`config.mk`:
```
export PLATFORM = sky130hd
export DESIGN_NAME = min_scan_reader
export DESIGN_NICKNAME = d
export VERILOG_FILES = /design/src/rtl/min_scan_reader.sv
export SDC_FILE = /design/constraint.sdc
export NUM_CORES = 1
export LEC_CHECK = 0
export CORE_ASPECT_RATIO = 0.8
export CORE_UTILIZATION = 45
export CTS_CLUSTER_DIAMETER = 120
export DETAILED_ROUTE_END_ITERATION = 8
export PLACE_DENSITY = 0.72
export REMOVE_ABC_BUFFERS = 1
export SETUP_SLACK_MARGIN = 0.15
export SLEW_MARGIN = 0
export SYNTH_ARGS = -nofsm -noshare
export SYNTH_HDL_FRONTEND = slang
export SYNTH_SLANG_ARGS = --single-unit
```
`constraint.sdc`:
```
create_clock -name clk -period 6.4 [get_ports clk]
set_input_delay 0.96 -clock clk [delete_from_list [all_inputs] [get_ports clk]]
set_output_delay 0.96 -clock clk [all_outputs]
set_load 0.05 [all_outputs]
```
`src/rtl/min_scan_reader.sv`:
```
// Reads COUNT consecutive words from data memory starting at BASE_ADR and
// reports the signed minimum and the index of its first occurrence.
module min_scan_reader #(
  parameter logic [31:0] BASE_ADR = 32'd1000,
  parameter int unsigned COUNT    = 20
) (
  input  logic        clk,
  input  logic        rst,
  input  logic        start,
  output logic [31:0] mem_adr,
  output logic        mem_read,
  input  logic [31:0] mem_rdata,
  output logic        busy,
  output logic        done,
  output logic [31:0] min,
  output logic [31:0] min_idx
);

  if (COUNT < 1) begin : g_bad_count
    $fatal(1, "min_scan_reader: COUNT must be at least 1");
  end
  if (BASE_ADR[1:0] != 2'b00) begin : g_bad_base
    $fatal(1, "min_scan_reader: BASE_ADR must be word-aligned");
  end

  typedef enum logic [1:0] {
    IDLE = 2'd0,
    SCAN = 2'd1,
    DONE = 2'd2
  } state_t;

  localparam logic [31:0] LAST_IDX = 32'(COUNT - 1);

  state_t      state_q, state_d;
  logic [31:0] idx_q, idx_d;
  logic [31:0] min_q, min_d;
  logic [31:0] min_idx_q, min_idx_d;

  always_ff @(posedge clk) begin
    if (rst) begin
      state_q   <= IDLE;
      idx_q     <= '0;
      min_q     <= '0;
      min_idx_q <= '0;
    end else begin
      state_q   <= state_d;
      idx_q     <= idx_d;
      min_q     <= min_d;
      min_idx_q <= min_idx_d;
    end
  end

  always_comb begin
    state_d   = state_q;
    idx_d     = idx_q;
    min_d     = min_q;
    min_idx_d = min_idx_q;
    mem_read  = 1'b0;
    busy      = 1'b0;
    mem_adr   = '0;
    case (state_q)
      IDLE, DONE: begin
        if (start) begin
          state_d = SCAN;
          idx_d   = '0;
        end
      end
      SCAN: begin
        mem_read = 1'b1;
        busy     = 1'b1;
        mem_adr  = BASE_ADR + {idx_q[29:0], 2'b00};
        // Strict less-than keeps the earliest index on ties.
        if (idx_q == '0 || $signed(mem_rdata) < $signed(min_q)) begin
          min_d     = mem_rdata;
          min_idx_d = idx_q;
        end
        if (idx_q == LAST_IDX) begin
          state_d = DONE;
          idx_d   = '0;
        end else begin
          idx_d = idx_q + 32'd1;
        end
      end
      default: state_d = IDLE;
    endcase
  end

  assign done    = (state_q == DONE);
  assign min     = min_q;
  assign min_idx = min_idx_q;

endmodule

```
== Yosys cells after proc, flatten, opt, wreduce, memory -nomap -nowiden ==
Index checks and enable logic that the tools add are counted.

* Reduce and logical (&&, ||, !) cells: 8
* Order comparisons: 1
* Muxes and demuxes: 8
* Eq/ne operators: 5
* $add $sub $neg: 2

{| class="wikitable"
|+ Operators by type and width
! operator !! count
|-
| 2-to-1 mux 32 bit || 3
|-
| case mux 32 bit (2 select lines) || 1
|-
| adder 10 x 32 -> 32 bit, first input constant || 1
|-
| adder 32 x 1 -> 32 bit, second input constant || 1
|-
| equality test 32 x 5 -> 1 bit, second input constant || 1
|-
| logical NOT 32 bit || 1
|-
| less-than comparator 32 bit || 1
|-
| AND reduction 2 bit || 3
|-
| 2-to-1 mux 2 bit || 2
|-
| inequality test 2 bit, second input constant || 2
|-
| case mux 2 bit (2 select lines) || 1
|-
| equality test 2 x 1 -> 1 bit, second input constant || 1
|-
| equality test 2 bit, second input constant || 1
|-
| logical NOT 2 bit || 1
|-
| nonzero test 2 bit || 1
|-
| OR reduction 2 bit || 1
|-
| logical OR 1 bit || 1
|-
| 2-to-1 mux 1 bit || 1
|}

* Register bits: 98
* Logic and storage cells: 28

== Depth between registers and ports, before layout ==
* Depth after elaboration: 4
* Depth in mapped cells: 10
* Depth with buffers taken out: 8

== Least setup slack after synthesis ==
OpenSTA, ideal clock, no wires.

* Path type: register to output
* From: register idx_q[1]
* To: output port mem_adr[25]
* Cell stages (with the launch flop): 8
* Arrival time: 2.486 ns
* Buffers on the path: 1
* Data required time: 5.440 ns
* Path slack: 2.954 ns
* Path through: dfxtp_1 -> ha_1 -> clkbuf_2 -> nor4_1 -> a211oi_1 -> nand2_1 -> or3_1 -> a21oi_1

* Cells in the longest elaborated chain, start to end: 2

{| class="wikitable"
|+ RTL lines
! what !! RTL line !! text
|-
| start, declared || 35 || <nowiki>logic [31:0] idx_q, idx_d;</nowiki>
|-
| start signal, assigned || 47 || <nowiki>idx_q <= idx_d;</nowiki>
|-
| adder 10 x 32 -> 32 bit || 71 || <nowiki>mem_adr = BASE_ADR + {idx_q[29:0], 2'b00};</nowiki>
|-
| 2-to-1 mux 32 bit || 61 || <nowiki>case (state_q)</nowiki>
|-
| end, declared || 10 || <nowiki>output logic [31:0] mem_adr,</nowiki>
|}

No other way between the ends.

== Worst setup path in the final report ==
* From: register idx_q[4]
* To: output port mem_adr[20]

Same word-level chain as after synthesis.

==> key figures <==
Clock tree
  – Skew-Pair Late Insertion Delay: 340 ps
  – CTS tree: built
  – Setup Buffers After CTS: 0
  – Cts bufs inserted: 9
  – # H-tree levels: 3
  – Clk Tree Root Cell: clkbuf_16
  – Clock transition at path regs: 70 ps
  – Clk sinks: 98
  – Post-CTS sizing: 0
  – CTS max path bufs: 2
  – CTS hold repair buffers: 0

Critical path
  – Setup crit start kind: register
  – Critical path cell sequence: a2111oi_0 -> a21oi_1 -> and2_0 -> nand3_1 -> xor2_1 -> nor2_1 -> clkdlybuf4s50_1
  – CP arrival: 3580 ps
  – Worst endpoint required time: 5440 ps
  – Buf/Inv on CP: 1
  – Setup Crit Path Kind: reg -> out
  – Worst setup EP type: output port
  – Slowest stage delay, CP: 960 ps
  – Slowest-stage cell, CP: a2111oi_0
  – Critical Path Fanout Max: 12
  – Top delay family on crit path: compound AO/OA/AOI/OAI gates

Timing
  – Final Max Slew Viols: 0
  – Slew @ Worst Pin: 1090 ps
  – Fin crit share: 0.709
  – F_max: 220 MHz
  – Fin Clk Skew: 7.71 ps
  – Final hold violation count: 0
  – Hold slack: 474 ps
  – Final setup fails: 0
  – RSZ-0062 raised after global routing: no
  – PnR worst setup slack: 1860 ps
  – Fin crit period: 4540 ps
  – Max-Slew Margin vs Limit: 0.251

Placement
  – Final RePlAce weighted congestion: 0.817
  – PortBufs: 131
  – Dpl hpwl: 10.6 mm
  – Pre-CTS setup slack: 2290 ps

Die
  – Core Area: 0.0137 mm²
  – Initial cell density of the core: 0.465
  – Die X: 135 µm
  – Die Ht: 108 µm
  – Row Count: 38
  – Die area: 0.0146 mm²
  – I/O pin total: 134

Global route
  – Vias in the first global route: 5001
  – Top Usage Layer GRT: met2
  – Met3 Track Usage GR: 0.0431
  – Total gr overflow: 0
  – Initial antenna violation count: 0
  – GRT met1 Usage: 0.318
  – Largest net degree at the start of global routing: 122
  – First-pass GRT wire length: 25.2 mm
  – Gr usage total: 0.215
  – Global Route met2 Usage: 0.318

Layout
  – Commonest non-fill, non-tap cell in the layout: nand2b_1
  – Diodes inserted: 0
  – Final-layout fill cell count: 1303
  – Layout Utilization: 0.575
  – Nets@finish: 920
  – P&R area growth vs syn: 23.6%
  – Share of cells above drive strength 1: 0.0386
  – Commonest cells after routing, fill and taps aside: nand2b_1, clkdlybuf4s50_1, dfxtp_1

Min path
  – Tightest Hold Check Type: reg -> reg

Detailed routing
  – Final WL: 15.2 mm
  – Residual DRC: 0
  – DR WL/cell: 14.7 µm
  – ANT nets after route: 0
  – First-pass DRT Iterations: 5
  – Via Count: 5474
  – Mean number of vias per cell: 5.29
  – 1st-iter DRT viols: 331

Run
  – MaxCap Viol Count: 0

Logic synthesis
  – Cell variety after synth: 56
  – Sequential element share of the synthesized area: 0.308
  – Mapped cell area: 0.00637 mm²
  – Async SR Flop Fraction: 0
  – FF+latch count, synth: 98
  – Syn Inst Count: 769
  – Syn_area_per_cell: 8.29 µm²
  – Post-synth EDFFs: 0
  – Top_reg_cell synth: dfxtp_1
  – Synth warn: 0

Pwr
  – PwrDens: 195 mW/mm²
  – Pleak: 2.68 nW
  – Peak supply drop: 130 µV

Outcome
  – Status: complete, no violations
==> metrics by stage <==
step                      instances  cell area, µm²  TNS (ps)  power, mW
after floorplan                 704            5970    -67000      0.869
after global placement         1020            7560         0      0.966
after detailed placement       1020            7560         0      0.969
after CTS                      1035            7880         0       1.56
after global routing           1035            7880         0       1.61
final                          1035            7880         0       1.54
==> state kept, by name, summed over array words and instances (netlist names) <==
register	flops
min_idx	32
min	32
state_q	2
idx_q	32
==> synthesized netlist by cell type (14+ instances only) <==
master    count  area, µm²
a21oi_1      48        240
buf_2        14       70.1
clkbuf_1     33        124
dfxtp_1      98       1960
ha_1         34        425
inv_1        40        150
mux2i_1      64        641
nand2_1      34        128
nand2b_1    132        826
nand4_1      15       93.8
nor2_1       62        233
nor3_1       15       75.1
o21ai_0      32        160
==> where the power goes <==
group / leakage (nW) / total, mW / internal, mW / switching [mW]
combinational: 1.73 / 0.313 / 0.125 / 0.188
clock: 0.152 / 0.587 / 0.352 / 0.235
sequential: 0.794 / 0.640 / 0.626 / 0.0140
==> cell families (layout without fill, tap and decap cells) <==
kind of cell | after synthesis | after routing | share of synthesized area
other cells | 1 | 2 | 0.000588
buf+inv | 106 | 191 | 0.0872
mux | 64 | 64 | 0.101
fa+ha+maj | 34 | 34 | 0.0667
flops | 98 | 98 | 0.308
simple gates | 332 | 332 | 0.304
compound gates | 113 | 113 | 0.104
xor+xnor | 21 | 21 | 0.0289
==> final timing paths <==
kind,endpoint,startpoint,slack [ps],cells after the start
max reg2reg,min_idx[6]$_SDFFE_PP0P_,idx_q[20]$_SDFFE_PP0P_,3420,7
min,min_idx[7]$_SDFFE_PP0P_,min_idx[7]$_SDFFE_PP0P_,470,2
min reg2reg,min_idx[7]$_SDFFE_PP0P_,min_idx[7]$_SDFFE_PP0P_,470,2
max,mem_adr[20],idx_q[4]$_SDFFE_PP0P_,1860,7
==> area by class of cell <==
class	count	area (µm²)	share of cell area
tap	180	225	0.0286
clock inverter	4	76.3	0.00969
timing repair buffer	136	1350	0.171
multi-input combinational	566	3880	0.492
inverter	40	150	0.0191
clock buffer	11	243	0.0308
sequential	98	1960	0.249
==> layer usage <==
layer | vias to the layer above | wire length [µm]
met5 | - | 0
met4 | 0 | 160
met3 | 15 | 836
met2 | 134 | 6560
met1 | 2547 | 7680
li1 | 2778 | -
==> worst reg2reg max path, cell delays in order, from the launching register on <==
cell	delay, ps
dfxtp_1	420
nor4_1	410
nand4_1	340
nor4_4	330
a211oi_1	150
nor4_4	300
buf_4	680
mux2i_1	280
Note: power is estimated with default switching activity, not from simulation.
